<file path="src/rtl/uart_tx_result_ctrl.sv">
// Sends a latched 16-bit ALU result to a UART transmitter as two bytes, LSB first,
// with a settle delay before the first byte and a hold delay after each byte start.
module uart_tx_result_ctrl #(
    parameter int unsigned WAIT_FOR_REGISTER_DELAY = 100,
    parameter int unsigned INTER_BYTE_DELAY        = 1000000
) (
    input  logic        clk,
    input  logic        reset,
    input  logic        trigger,
    input  logic [15:0] result,
    input  logic        tx_busy,
    output logic        tx_start,
    output logic [7:0]  tx_data,
    output logic        busy,
    output logic        done,
    output logic [2:0]  state_dbg
);

    typedef enum logic [2:0] {
        S_IDLE      = 3'd0,
        S_REGISTER  = 3'd1,
        S_SEND_LSB  = 3'd2,
        S_DELAY_LSB = 3'd3,
        S_SEND_MSB  = 3'd4,
        S_DELAY_MSB = 3'd5,
        S_DONE      = 3'd6,
        S_ILLEGAL   = 3'd7
    } state_t;

    state_t      state;
    state_t      state_next;
    logic [15:0] result_q;
    logic [15:0] result_next;
    logic [31:0] hold_cnt;

    // True in the last cycle of a timed state lasting len cycles.
    function automatic logic expired(input logic [31:0] cnt, input int unsigned len);
        return (cnt + 32'd1) >= 32'(len);
    endfunction

    function automatic logic [7:0] byte_for(input state_t s, input logic [15:0] r);
        case (s)
            S_REGISTER, S_SEND_LSB, S_DELAY_LSB: return r[7:0];
            S_SEND_MSB, S_DELAY_MSB, S_DONE:     return r[15:8];
            default:                             return 8'h00;
        endcase
    endfunction

    // tx_start must react to tx_busy in the same cycle, so it cannot be registered;
    // gating with reset keeps an unstarted byte from leaving during a reset cycle.
    assign tx_start = !reset && !tx_busy && (state == S_SEND_LSB || state == S_SEND_MSB);

    // NOTE: every output of this block gets a default first so no latch is inferred.
    always_comb begin
        state_next  = state;
        result_next = result_q;
        case (state)
            S_IDLE: begin
                if (trigger) begin
                    state_next  = S_REGISTER;
                    result_next = result;
                end
            end
            S_REGISTER:  if (expired(hold_cnt, WAIT_FOR_REGISTER_DELAY)) state_next = S_SEND_LSB;
            S_SEND_LSB:  if (!tx_busy) state_next = S_DELAY_LSB;
            S_DELAY_LSB: if (expired(hold_cnt, INTER_BYTE_DELAY)) state_next = S_SEND_MSB;
            S_SEND_MSB:  if (!tx_busy) state_next = S_DELAY_MSB;
            S_DELAY_MSB: if (expired(hold_cnt, INTER_BYTE_DELAY)) state_next = S_DONE;
            S_DONE:      state_next = S_IDLE;
            default:     state_next = S_IDLE;
        endcase
    end

    // NOTE: sequential state uses non-blocking assignments so all registers update together.
    always_ff @(posedge clk) begin
        if (reset) begin
            state     <= S_IDLE;
            result_q  <= '0;
            hold_cnt  <= '0;
            tx_data   <= '0;
            busy      <= 1'b0;
            done      <= 1'b0;
            state_dbg <= '0;
        end else begin
            state     <= state_next;
            result_q  <= result_next;
            hold_cnt  <= (state_next != state) ? 32'd0 : hold_cnt + 32'd1;
            // Outputs are decoded from the next state so they line up with the state register.
            tx_data   <= byte_for(state_next, result_next);
            busy      <= (state_next != S_IDLE);
            done      <= (state_next == S_DONE);
            state_dbg <= state_next;
        end
    end

endmodule

</file>
<file path="config.mk">
export PLATFORM = sky130hd
export DESIGN_NAME = uart_tx_result_ctrl
export DESIGN_NICKNAME = d
export VERILOG_FILES = /design/src/rtl/uart_tx_result_ctrl.sv
export SDC_FILE = /design/constraint.sdc
export NUM_CORES = 1
export LEC_CHECK = 0
export ABC_CLOCK_PERIOD_IN_PS = 6500
export CAP_MARGIN = 15
export CORE_UTILIZATION = 45
export CTS_CLUSTER_DIAMETER = 100
export CTS_CLUSTER_SIZE = 8
export DETAILED_ROUTE_END_ITERATION = 12
export GPL_TIMING_DRIVEN = 1
export HOLD_SLACK_MARGIN = 0.15
export PLACE_DENSITY = 0.77
export SKIP_CTS_REPAIR_TIMING = 1
export SLEW_MARGIN = 10
export SYNTH_ARGS = -nofsm -noshare
export SYNTH_HDL_FRONTEND = slang
export SYNTH_SLANG_ARGS = --single-unit
</file>
<file path="constraint.sdc">
create_clock -name clk -period 6.5 [get_ports clk]
set_input_delay 1.95 -clock clk [delete_from_list [all_inputs] [get_ports clk]]
set_output_delay 1.95 -clock clk [all_outputs]
set_load 0.1 [all_outputs]
</file>
==> metrics.txt, run 1 <==
GPL Wtd Cong=0.8209; Total Nets Final=441; Cell Chain, Critical Path=clkdlybuf4s50_1, buf_4, nor2_1, buf_4; clk root buf=sky130_fd_sc_hd__clkbuf_8; worst hold-check path type=flop to flop; die outline area=7434 µm²; remaining antenna violation count=0; final critical-path required period=4.993 ns; chip width=86.22 µm; area of all placed cells without fillers=3681 µm²; number of antenna violations at the first check in global routing=0; launching element type of the critical path=input pin; kind of end point of the critical path=output pin; Synth cell types=60; portion of the post-synthesis area used by sequential elements=38.26%; asr flop ratio synth=0%; Area Growth Syn to Fin=15.33%; All-Layer GR Usage=18.54%; IR drop worst, VDD=0.1446 mV; source of the critical timing path=reset; worst slew pin tran=1.062 ns; hold violation count in the final report=0; pin count of the biggest net entering global routing=33; layout cell share with drive strength beyond 1=8.274%; headroom to the max-slew limit=29.20%; clock slew at the register clock pins of the worst setup and hold paths=0.06 ns; number of clock sinks=61; post-synth top area cell=sky130_fd_sc_hd__dfxtp_1; Clock Skews=0.01288 ns; routed wire length=6469 µm; placed cell area=3512 µm²; max-capacitance violation count=0; result of the run=completed; clock tree from TritonCTS=built; CP max-delay cell=sky130_fd_sc_hd__clkdlybuf4s50_1; total via count after detailed routing=2,712; initial drt markers=143; Critical Path End=tx_start; first-pass iteration count of the detailed router=4; setup TNS after final layout=0 ns; Post-route DRC=0; initial cell density of the core=46.72%; minimum setup slack among reg-to-reg paths=2.44 ns; Synth area leaders=sky130_fd_sc_hd__dfxtp_1, sky130_fd_sc_hd__nand2_1, sky130_fd_sc_hd__xnor2_1; WL/cell=12.46 µm; RSZ-0062 raised after global routing=false; H-tree levels=3; first-pass GRT wire length=10,930 µm; Mapped Cells=400; final count of negative-setup-slack endpoints=0; number of global-route vias before repair=2,464; number of synthesized flops with an enable pin=0; worst r2r path cells=10; syn_area_per_cell=7.980 µm²; commonest register cell after synthesis=sky130_fd_sc_hd__dfxtp_1; flops & latches, synth=61; Synth Warn #=0; Util after Layout=53.88%; number of placed cells counting well taps=504; final worst hold slack=0.4615 ns; CP Data Required Time=4.55 ns; vertical die dimension=86.22 µm; critical path class=input pin to output pin; area of the mapped netlist=3192 µm²; reg-to-reg startpoint=hold_cnt[0]; Synth top area share=38.26%; Slowest Stage Delay on Critical Path=0.40 ns; clock latency reported for the late side of the worst-skew pair=0.33 ns; power density normalized to cell area=211.1 nW/µm²; number of non-filler instances in the completed layout=519; Leakage Power=1.242 nW; library cell appearing most often on the critical path=sky130_fd_sc_hd__buf_4; final cycle utilization of the critical path=76.81%; Max Buffers Root-to-Sink=2; worst-path maximum fanout=25; number of CTS-inserted buffers=9; Overflow after GRT=0; synthesized net count=422; core region area=6832 µm²; io pins=34; worst flop-to-flop path endpoint=hold_cnt[7]; number of slew-limit violations in the final report=0; Max Freq=200.3 MHz; Data arrival, critical path=3.04 ns; site row count=30; Port Buffers=33; antenna fix cells=0; routed vias/inst=5.225; post-detailed-placement half-perimeter wirelength=4538 µm
==> where the power goes <==
group          internal (mW)  leakage [nW]  switching, mW
clock                  0.144        0.0877          0.140
combinational         0.0310         0.659         0.0675
sequential             0.387         0.495        0.00799
total                  0.562          1.24          0.215
==> flip-flops by register name, indices dropped and copies added (netlist names) <==
signal and cells:
busy 1, done 1, state 3, result_q 16, hold_cnt 32, tx_data 8
==> metal layers <==
metal / global-route usage, % / wire length, µm
met5: 0 / 0
met4: 6.212 / 44
met2: 28.86 / 2993
met3: 5.810 / 199
met1: 24.35 / 3232
==> worst min-delay path by stage <==
stage	to	slack (ns)	start	cells past startpoint
2_1_floorplan	result_q[10]	0.44	result_q[10]	2
3_3_place_gp	result_q[5]	0.45	result_q[5]	2
3_5_place_dp	result_q[10]	0.45	result_q[10]	2
4_1_cts	result_q[10]	0.46	result_q[10]	2
5_1_grt	result_q[5]	0.48	result_q[5]	2
6_report	result_q[10]	0.46	result_q[10]	2
==> through the flow <==
step | setup slack [ns] | power (mW)
6_report | 1.507 | 0.7772
5_1_grt | 1.433 | 0.8153
4_1_cts | 1.526 | 0.7851
3_5_place_dp | 1.524 | 0.5022
3_3_place_gp | 1.526 | 0.5007
2_1_floorplan | 0.9757 | 0.4767
==> cell type report <==
class | count | area [µm²]
repair buffers | 34 | 335.3
fillers | 654 | 3151
well taps | 96 | 120.1
flip-flops and latches | 61 | 1221
clock inverters | 5 | 27.53
inverters | 4 | 15.01
multi-input cells | 309 | 1824
clock buffers | 10 | 137.6
==> Yosys cell counts (3+ instances only) <==
master and number:
sky130_fd_sc_hd__buf_6 4, sky130_fd_sc_hd__clkbuf_1 16, sky130_fd_sc_hd__a21oi_1 20, sky130_fd_sc_hd__or2_2 4, sky130_fd_sc_hd__or3_1 4, sky130_fd_sc_hd__buf_2 4, sky130_fd_sc_hd__nor4_1 8, sky130_fd_sc_hd__nand4_1 9
sky130_fd_sc_hd__o21ai_0 6, sky130_fd_sc_hd__inv_1 4, sky130_fd_sc_hd__xnor2_1 21, sky130_fd_sc_hd__nor2_1 48, sky130_fd_sc_hd__and3_1 6, sky130_fd_sc_hd__nor3_1 7, sky130_fd_sc_hd__mux2i_1 10, sky130_fd_sc_hd__xor2_1 14
sky130_fd_sc_hd__nor2b_1 4, sky130_fd_sc_hd__and2_1 3, sky130_fd_sc_hd__o22ai_1 3, sky130_fd_sc_hd__dfxtp_1 61, sky130_fd_sc_hd__nand3_1 17, sky130_fd_sc_hd__nand2_1 74
==> critical path, delay by kind of cell <==
| family | cells | cell delay (ns) |
|---|---|---|
| simple gates | 1 | 0.17 |
| buf+inv | 3 | 0.92 |
==> layout by cell type, fill, tap and decap left out, types with 7 or more instances in the layout <==
| cell | n |
|---|---|
| sky130_fd_sc_hd__a21oi_1 | 19 |
| sky130_fd_sc_hd__clkbuf_8 | 10 |
| sky130_fd_sc_hd__clkdlybuf4s50_1 | 32 |
| sky130_fd_sc_hd__dfxtp_1 | 61 |
| sky130_fd_sc_hd__mux2i_1 | 10 |
| sky130_fd_sc_hd__nand2_1 | 74 |
| sky130_fd_sc_hd__nand3_1 | 17 |
| sky130_fd_sc_hd__nand4_1 | 9 |
| sky130_fd_sc_hd__nor2_1 | 48 |
| sky130_fd_sc_hd__nor3_1 | 7 |
| sky130_fd_sc_hd__nor4_1 | 8 |
| sky130_fd_sc_hd__xnor2_1 | 21 |
| sky130_fd_sc_hd__xor2_1 | 14 |
==> cell families (layout without fill, tap and decap cells) <==
group / after synthesis / count (layout) / share of synthesized area [%]
compound gates: 53 / 53 / 10.74
flops: 61 / 61 / 38.26
mux: 11 / 11 / 3.489
xor+xnor: 35 / 35 / 9.604
buf+inv: 30 / 53 / 4.704
simple gates: 208 / 208 / 32.42
fa+ha+maj: 2 / 2 / 0.7839
Note: power is estimated with default switching activity, not from simulation.
==> run 2, diff against run 1 <==
--- a/config.mk
+++ b/config.mk
@@ -5,7 +5,7 @@
 export SDC_FILE = /design/constraint.sdc
 export NUM_CORES = 1
 export LEC_CHECK = 0
-export ABC_CLOCK_PERIOD_IN_PS = 6500
+export ABC_CLOCK_PERIOD_IN_PS = 4470
 export CAP_MARGIN = 15
 export CORE_UTILIZATION = 45
 export CTS_CLUSTER_DIAMETER = 100
@@ -13,7 +13,7 @@
 export DETAILED_ROUTE_END_ITERATION = 12
 export GPL_TIMING_DRIVEN = 1
 export HOLD_SLACK_MARGIN = 0.15
-export PLACE_DENSITY = 0.77
+export PLACE_DENSITY = 0.79
 export SKIP_CTS_REPAIR_TIMING = 1
 export SLEW_MARGIN = 10
 export SYNTH_ARGS = -nofsm -noshare
==> constraint.sdc (replaced) <==
create_clock -name clk -period 4.47 [get_ports clk]
set_input_delay 1.341 -clock clk [delete_from_list [all_inputs] [get_ports clk]]
set_output_delay 1.341 -clock clk [all_outputs]
set_load 0.1 [all_outputs]
==> run 2 against run 1 <==
Effect of this change:
- flip-flop and latch count unchanged
- power increased by 59%
- sequential share of layout area decreased by 0.86 points
- global-route usage increased by 0.94 points
- clock skew decreased by 0.0031 ns
- critical endpoint unchanged
- largest cell class unchanged
==> metrics.txt, run 2 (synthesized netlist as in run 1, its figures left out) <==
initial cell density of the core=46.72% (unchanged); site row count=30 (unchanged); pin count of the biggest net entering global routing=25 (-24%); hold violation count in the final report=0 (unchanged); total via count after detailed routing=2,809 (+3.6%); routed wire length=6821 µm (+5.4%); number of clock sinks=61 (unchanged); WL/cell=12.97 µm (+4.0%); Area Growth Syn to Fin=18.38%; CP Data Required Time=3.13 ns (-1.42 ns); routed vias/inst=5.340 (+2.2%); first-pass iteration count of the detailed router=4 (unchanged); Hold Crit Start=result_q[8]; final critical-path required period=3.664 ns; clk root buf=sky130_fd_sc_hd__clkbuf_8; Port Buffers=33 (unchanged); post-detailed-placement half-perimeter wirelength=4815 µm (+6.1%); share of total power in the clock network=41.2% (+4.7 points); number of antenna violations at the first check in global routing=0 (unchanged); clock tree from TritonCTS=built; register ranked first by flip-flop count=hold_cnt; Leakage Power=1.285 nW (+3.5%); clock slew at the register clock pins of the worst setup and hold paths=0.08 ns (+0.02 ns); number of global-route vias before repair=2,621 (+6.4%); core region area=6832 µm² (unchanged); chip width=86.22 µm (unchanged); number of fill cells=630 (-3.7%); worst-path maximum fanout=2 (-92%); Data arrival, critical path=2.32 ns (-0.72 ns); Power Internal=0.8883 mW (+58%); reg-to-reg startpoint=hold_cnt[17]; share of total power in combinational logic=12.2% (-0.5 points); worst slew pin tran=1.002 ns (-0.05981 ns); layout cell share with drive strength beyond 1=9.535% (+1.3 points); Largest regs=hold_cnt: 32 flops, result_q: 16 flops, tx_data: 8 flops; critical path class=input pin to output pin; Switching Fraction=27.94% (+0.23 points); number of non-filler instances in the completed layout=526 (+1.3%); max reg flops=32 (unchanged); vertical die dimension=86.22 µm (unchanged); kind of end point of the critical path=output pin; Reg power frac=46.6% (-4.3 points); Clock Skews=0.009796 ns (-0.003079 ns); launching element type of the critical path=input pin; final count of negative-setup-slack endpoints=0 (unchanged); Util after Layout=55.31% (+1.4 points); GPL Wtd Cong=0.8869 (+8.0%); source of the critical timing path=tx_busy; Max Freq=272.9 MHz; io pins=34 (unchanged); power density normalized to cell area=326.2 nW/µm² (+55%); Post-route DRC=0 (unchanged); result of the run=completed; first-pass GRT wire length=11,470 µm (+5.0%); max-capacitance violation count=0 (unchanged); Total Nets Final=447 (+1.4%); Overflow after GRT=0 (unchanged); RSZ-0062 raised after global routing=false; number of placed cells counting well taps=510 (+1.2%); final cycle utilization of the critical path=81.98%; headroom to the max-slew limit=32.98% (+3.8 points); worst hold-check path type=flop to flop; clock latency reported for the late side of the worst-skew pair=0.35 ns (+0.02 ns); most common cell after layout, fill and taps aside=sky130_fd_sc_hd__nand2_1; die outline area=7434 µm² (unchanged); setup TNS after final layout=0 ns (unchanged); initial drt markers=211 (+48%); switching power summed over all nets=0.3444 mW (+60%); antenna fix cells=0 (unchanged); top library cells by usage in the layout, fill and taps aside=sky130_fd_sc_hd__nand2_1, sky130_fd_sc_hd__dfxtp_1, sky130_fd_sc_hd__nor2_1, sky130_fd_sc_hd__clkdlybuf4s50_1, sky130_fd_sc_hd__xnor2_1; remaining antenna violation count=0 (unchanged); number of slew-limit violations in the final report=0 (unchanged); IR drop worst, VDD=0.2451 mV (+69%); number of CTS-inserted buffers=9 (unchanged); H-tree levels=3 (unchanged); All-Layer GR Usage=19.47% (+0.94 points); Max Buffers Root-to-Sink=2 (unchanged)
-- run 2: area by class of cell --
cell class,count,area (µm²),share of cell area (%)
well taps,96,120.1,3.179
clock inverters,6,71.32,1.887
repair buffers,40,392.9,10.40
flip-flops and latches,61,1221,32.32
inverters,4,15.01,0.3974
clock buffers,10,137.6,3.642
multi-input cells,309,1821,48.18
-- run 2: worst paths after layout --
path,end,slack [ns],cells after the start
worst max register to register,hold_cnt[7],0.88,9
worst min-delay path,result_q[8],0.47,2
worst min register to register,result_q[8],0.47,2
worst max-delay path,tx_start,0.81,5
-- run 2: per-layer routing --
metal | global-route usage, % | wire, µm
met5 | 0 | 0
met4 | 8.333 | 140
met3 | 6.476 | 264
met2 | 31.39 | 3288
met1 | 23.77 | 3128
-- run 2: power groups by stage --
stage | logic (mW) | registers [mW] | clock network (mW)
final | 0.150 | 0.574 | 0.508
after global routing | 0.161 | 0.577 | 0.547
after CTS | 0.151 | 0.574 | 0.520
after detailed placement | 0.151 | 0.587 | 0
after global placement | 0.148 | 0.586 | 0
after floorplan | 0.0611 | 0.632 | 0
-- run 2: stage by stage --
step           hold slack (ns)  worst slack (ns)  cell area (µm²)  power (mW)
2_1_floorplan           0.4404            0.1637             3192      0.6932
3_3_place_gp            0.4477            0.8144             3570      0.7336
3_5_place_dp            0.4533            0.8122             3570      0.7375
4_1_cts                 0.4652            0.8030             3779       1.246
5_1_grt                 0.4804            0.6503             3779       1.285
6_report                0.4657            0.8056             3779       1.233
-- run 2: worst max-delay path: stages --
cell and delay [ns]:
sky130_fd_sc_hd__clkdlybuf4s50_1 0.39, sky130_fd_sc_hd__nor2_1 0.08, sky130_fd_sc_hd__o21ai_0 0.12, sky130_fd_sc_hd__nor2_1 0.19, sky130_fd_sc_hd__buf_12 0.20
==> run 3, diff against run 2 <==
--- a/config.mk
+++ b/config.mk
@@ -5,7 +5,7 @@
 export SDC_FILE = /design/constraint.sdc
 export NUM_CORES = 1
 export LEC_CHECK = 0
-export ABC_CLOCK_PERIOD_IN_PS = 4470
+export ABC_CLOCK_PERIOD_IN_PS = 3200
 export CAP_MARGIN = 15
 export CORE_UTILIZATION = 45
 export CTS_CLUSTER_DIAMETER = 100
==> constraint.sdc (replaced) <==
create_clock -name clk -period 3.2 [get_ports clk]
set_input_delay 0.96 -clock clk [delete_from_list [all_inputs] [get_ports clk]]
set_output_delay 0.96 -clock clk [all_outputs]
set_load 0.1 [all_outputs]
==> run 3 against run 2 <==
Effect of this change:
- routed wire length is 12% higher
- sequential power is 40% higher
- via count is 4.9% higher
- die area stayed put
- combinational power is 49% higher
- critical endpoint is now hold_cnt[24]
- utilization is 3.9 points higher
- non-clock buffer count is 25 higher
- worst hold slack worse by 0.0067 ns
- global-route usage is 2.1 points higher
- first-iteration DRC count is 18% lower
==> metrics.txt, run 3 (synthesized netlist as in run 1, its figures left out) <==
Reg power frac=43.1% (-3.5 points); site row count=30 (unchanged); top library cells by usage in the layout, fill and taps aside=sky130_fd_sc_hd__nand2_1, sky130_fd_sc_hd__dfxtp_1, sky130_fd_sc_hd__nor2_1, sky130_fd_sc_hd__buf_4, sky130_fd_sc_hd__xnor2_1; number of instances on the worst hold path=2 (unchanged); result of the run=completed; Power Internal=1.400 mW (+58%); Port Buffers=33 (unchanged); worst hold-check path type=flop to flop; worst path setup slack after routing=0.1435 ns (-0.6621 ns); kind of end point of the critical path=flop; max-capacitance violation count=0 (unchanged); share of total power in combinational logic=12.0% (-0.2 points); max reg flops=32 (unchanged); number of global-route vias before repair=2,790 (+6.4%); Critical Path End=hold_cnt[24]; Largest regs=hold_cnt: 32 flops, result_q: 16 flops, tx_data: 8 flops; hold violation count in the final report=0 (unchanged); clock slew at the register clock pins of the worst setup and hold paths=0.07 ns (about the same); setup TNS after final layout=0 ns (unchanged); clock latency reported for the late side of the worst-skew pair=0.35 ns (about the same); RSZ-0062 raised after global routing=false; antenna fix cells=0 (unchanged); WL/cell=13.87 µm (+7.0%); minimum setup slack among reg-to-reg paths=0.14 ns (-0.74 ns); headroom to the max-slew limit=35.22% (+2.2 points); first-pass GRT wire length=12,560 µm (+9.4%); initial cell density of the core=46.72% (unchanged); Clock Skews=0.008512 ns (-0.001285 ns); worst flop-to-flop path endpoint=hold_cnt[24]; area of all placed cells without fillers=4043 µm² (+7.0%); Hold Crit Start=result_q[6]; core region area=6832 µm² (unchanged); placed cell area=3730 µm² (+4.5%); All-Layer GR Usage=21.58% (+2.1 points); final worst hold slack=0.4591 ns (-0.006675 ns); Leakage Power=1.482 nW (+15%); Switching Fraction=24.83% (-3.1 points); clk root buf=sky130_fd_sc_hd__clkbuf_8; number of CTS-inserted buffers=9 (unchanged); Total Nets Final=473 (+5.8%); reg-to-reg startpoint=hold_cnt[9]; chip width=86.22 µm (unchanged); critical path class=flop to flop; routed vias/inst=5.337 (about the same); first-pass iteration count of the detailed router=5 (+1); worst r2r path cells=10 (+1); total via count after detailed routing=2,946 (+4.9%); number of clock sinks=61 (unchanged); Data arrival, critical path=3.34 ns (+1.02 ns); layout cell share with drive strength beyond 1=20.61% (+11 points); post-detailed-placement half-perimeter wirelength=5349 µm (+11%); Area Growth Syn to Fin=26.66%; power density normalized to cell area=460.6 nW/µm² (+41%); Util after Layout=59.18% (+3.9 points); number of placed cells counting well taps=533 (+4.5%); source of the critical timing path=hold_cnt[9]; most common cell after layout, fill and taps aside=sky130_fd_sc_hd__nand2_1; routed wire length=7656 µm (+12%); worst slew pin tran=0.9717 ns (-0.03045 ns); remaining antenna violation count=0 (unchanged); initial drt markers=172 (-18%); launching element type of the critical path=flop; Max Buffers Root-to-Sink=2 (unchanged); H-tree levels=3 (unchanged); clock tree from TritonCTS=built; worst-path maximum fanout=17 (+15); pin count of the biggest net entering global routing=25 (unchanged); switching power summed over all nets=0.4624 mW (+34%); number of slew-limit violations in the final report=0 (unchanged); number of antenna violations at the first check in global routing=0 (unchanged); final critical-path required period=3.057 ns; final cycle utilization of the critical path=95.52%; Tot Pwr=1.862 mW (+51%); share of total power in the clock network=44.9% (+3.7 points); final count of negative-setup-slack endpoints=0 (unchanged); GPL Wtd Cong=0.8430 (-4.9%); Max Freq=327.2 MHz; IR drop worst, VDD=0.3061 mV (+25%); register ranked first by flip-flop count=hold_cnt; Overflow after GRT=0 (unchanged); setup slack after placement=-0.02493 ns (-0.8371 ns); die outline area=7434 µm² (unchanged); CP Data Required Time=3.48 ns (+0.35 ns); vertical die dimension=86.22 µm (unchanged); Post-route DRC=0 (unchanged); io pins=34 (unchanged); number of non-filler instances in the completed layout=552 (+4.9%)
run 3: cell types whose count changed in the layout (fill, tap and decap cells not counted), moves of 2 or more:
cell and change:
sky130_fd_sc_hd__bufinv_16 +2, sky130_fd_sc_hd__dfxtp_2 +9, sky130_fd_sc_hd__clkdlybuf4s50_1 -13, sky130_fd_sc_hd__clkinv_4 -2, sky130_fd_sc_hd__clkbuf_1 +2, sky130_fd_sc_hd__dfxtp_1 -9
sky130_fd_sc_hd__clkinvlp_4 -2, sky130_fd_sc_hd__buf_4 +37
run 3: layer usage:
layer / track usage [%] / part of all wire [%] / vias to the layer above
li1: - / - / 1476
met1: 27.21 / 47 / 1375
met2: 34.13 / 47 / 76
met3: 6.476 / 4.7 / 19
met4: 9.545 / 1.6 / 0
met5: 0 / 0 / -
run 3: final cells by class:
| class | count | area, µm² |
|---|---|---|
| sequential | 61 | 1232 |
| clock buffer | 12 | 145.1 |
| multi-input combinational | 310 | 1874 |
| fill | 600 | 2789 |
| inverter | 4 | 15.01 |
| clock inverter | 4 | 95.09 |
| tap | 96 | 120.1 |
| timing repair buffer | 65 | 560.5 |
run 3: critical path, cell delays in order, from the launching register on:
cell,delay [ns]
sky130_fd_sc_hd__dfxtp_1,0.37
sky130_fd_sc_hd__nand3_4,0.14
sky130_fd_sc_hd__or4_4,0.57
sky130_fd_sc_hd__or4_4,0.57
sky130_fd_sc_hd__nor2_1,0.13
sky130_fd_sc_hd__o21ai_1,0.10
sky130_fd_sc_hd__nor4_4,0.38
sky130_fd_sc_hd__o211ai_1,0.18
sky130_fd_sc_hd__a21o_2,0.29
sky130_fd_sc_hd__buf_12,0.17
sky130_fd_sc_hd__nor2_1,0.09
run 3: worst min path at each step:
stage                   endpoint  slack [ns]
finish               result_q[6]        0.46
global route         result_q[6]        0.48
CTS                  result_q[1]        0.46
detailed placement   result_q[1]        0.45
global placement     result_q[7]        0.45
floorplan           result_q[10]        0.44
run 3: power groups by stage:
| stage | clock [mW] | sequential [mW] | combinational (mW) |
|---|---|---|---|
| after floorplan | 0 | 0.883 | 0.0858 |
| after global placement | 0 | 0.818 | 0.211 |
| after detailed placement | 0 | 0.818 | 0.216 |
| after CTS | 0.848 | 0.801 | 0.218 |
| after global routing | 0.890 | 0.806 | 0.236 |
| final | 0.836 | 0.803 | 0.223 |
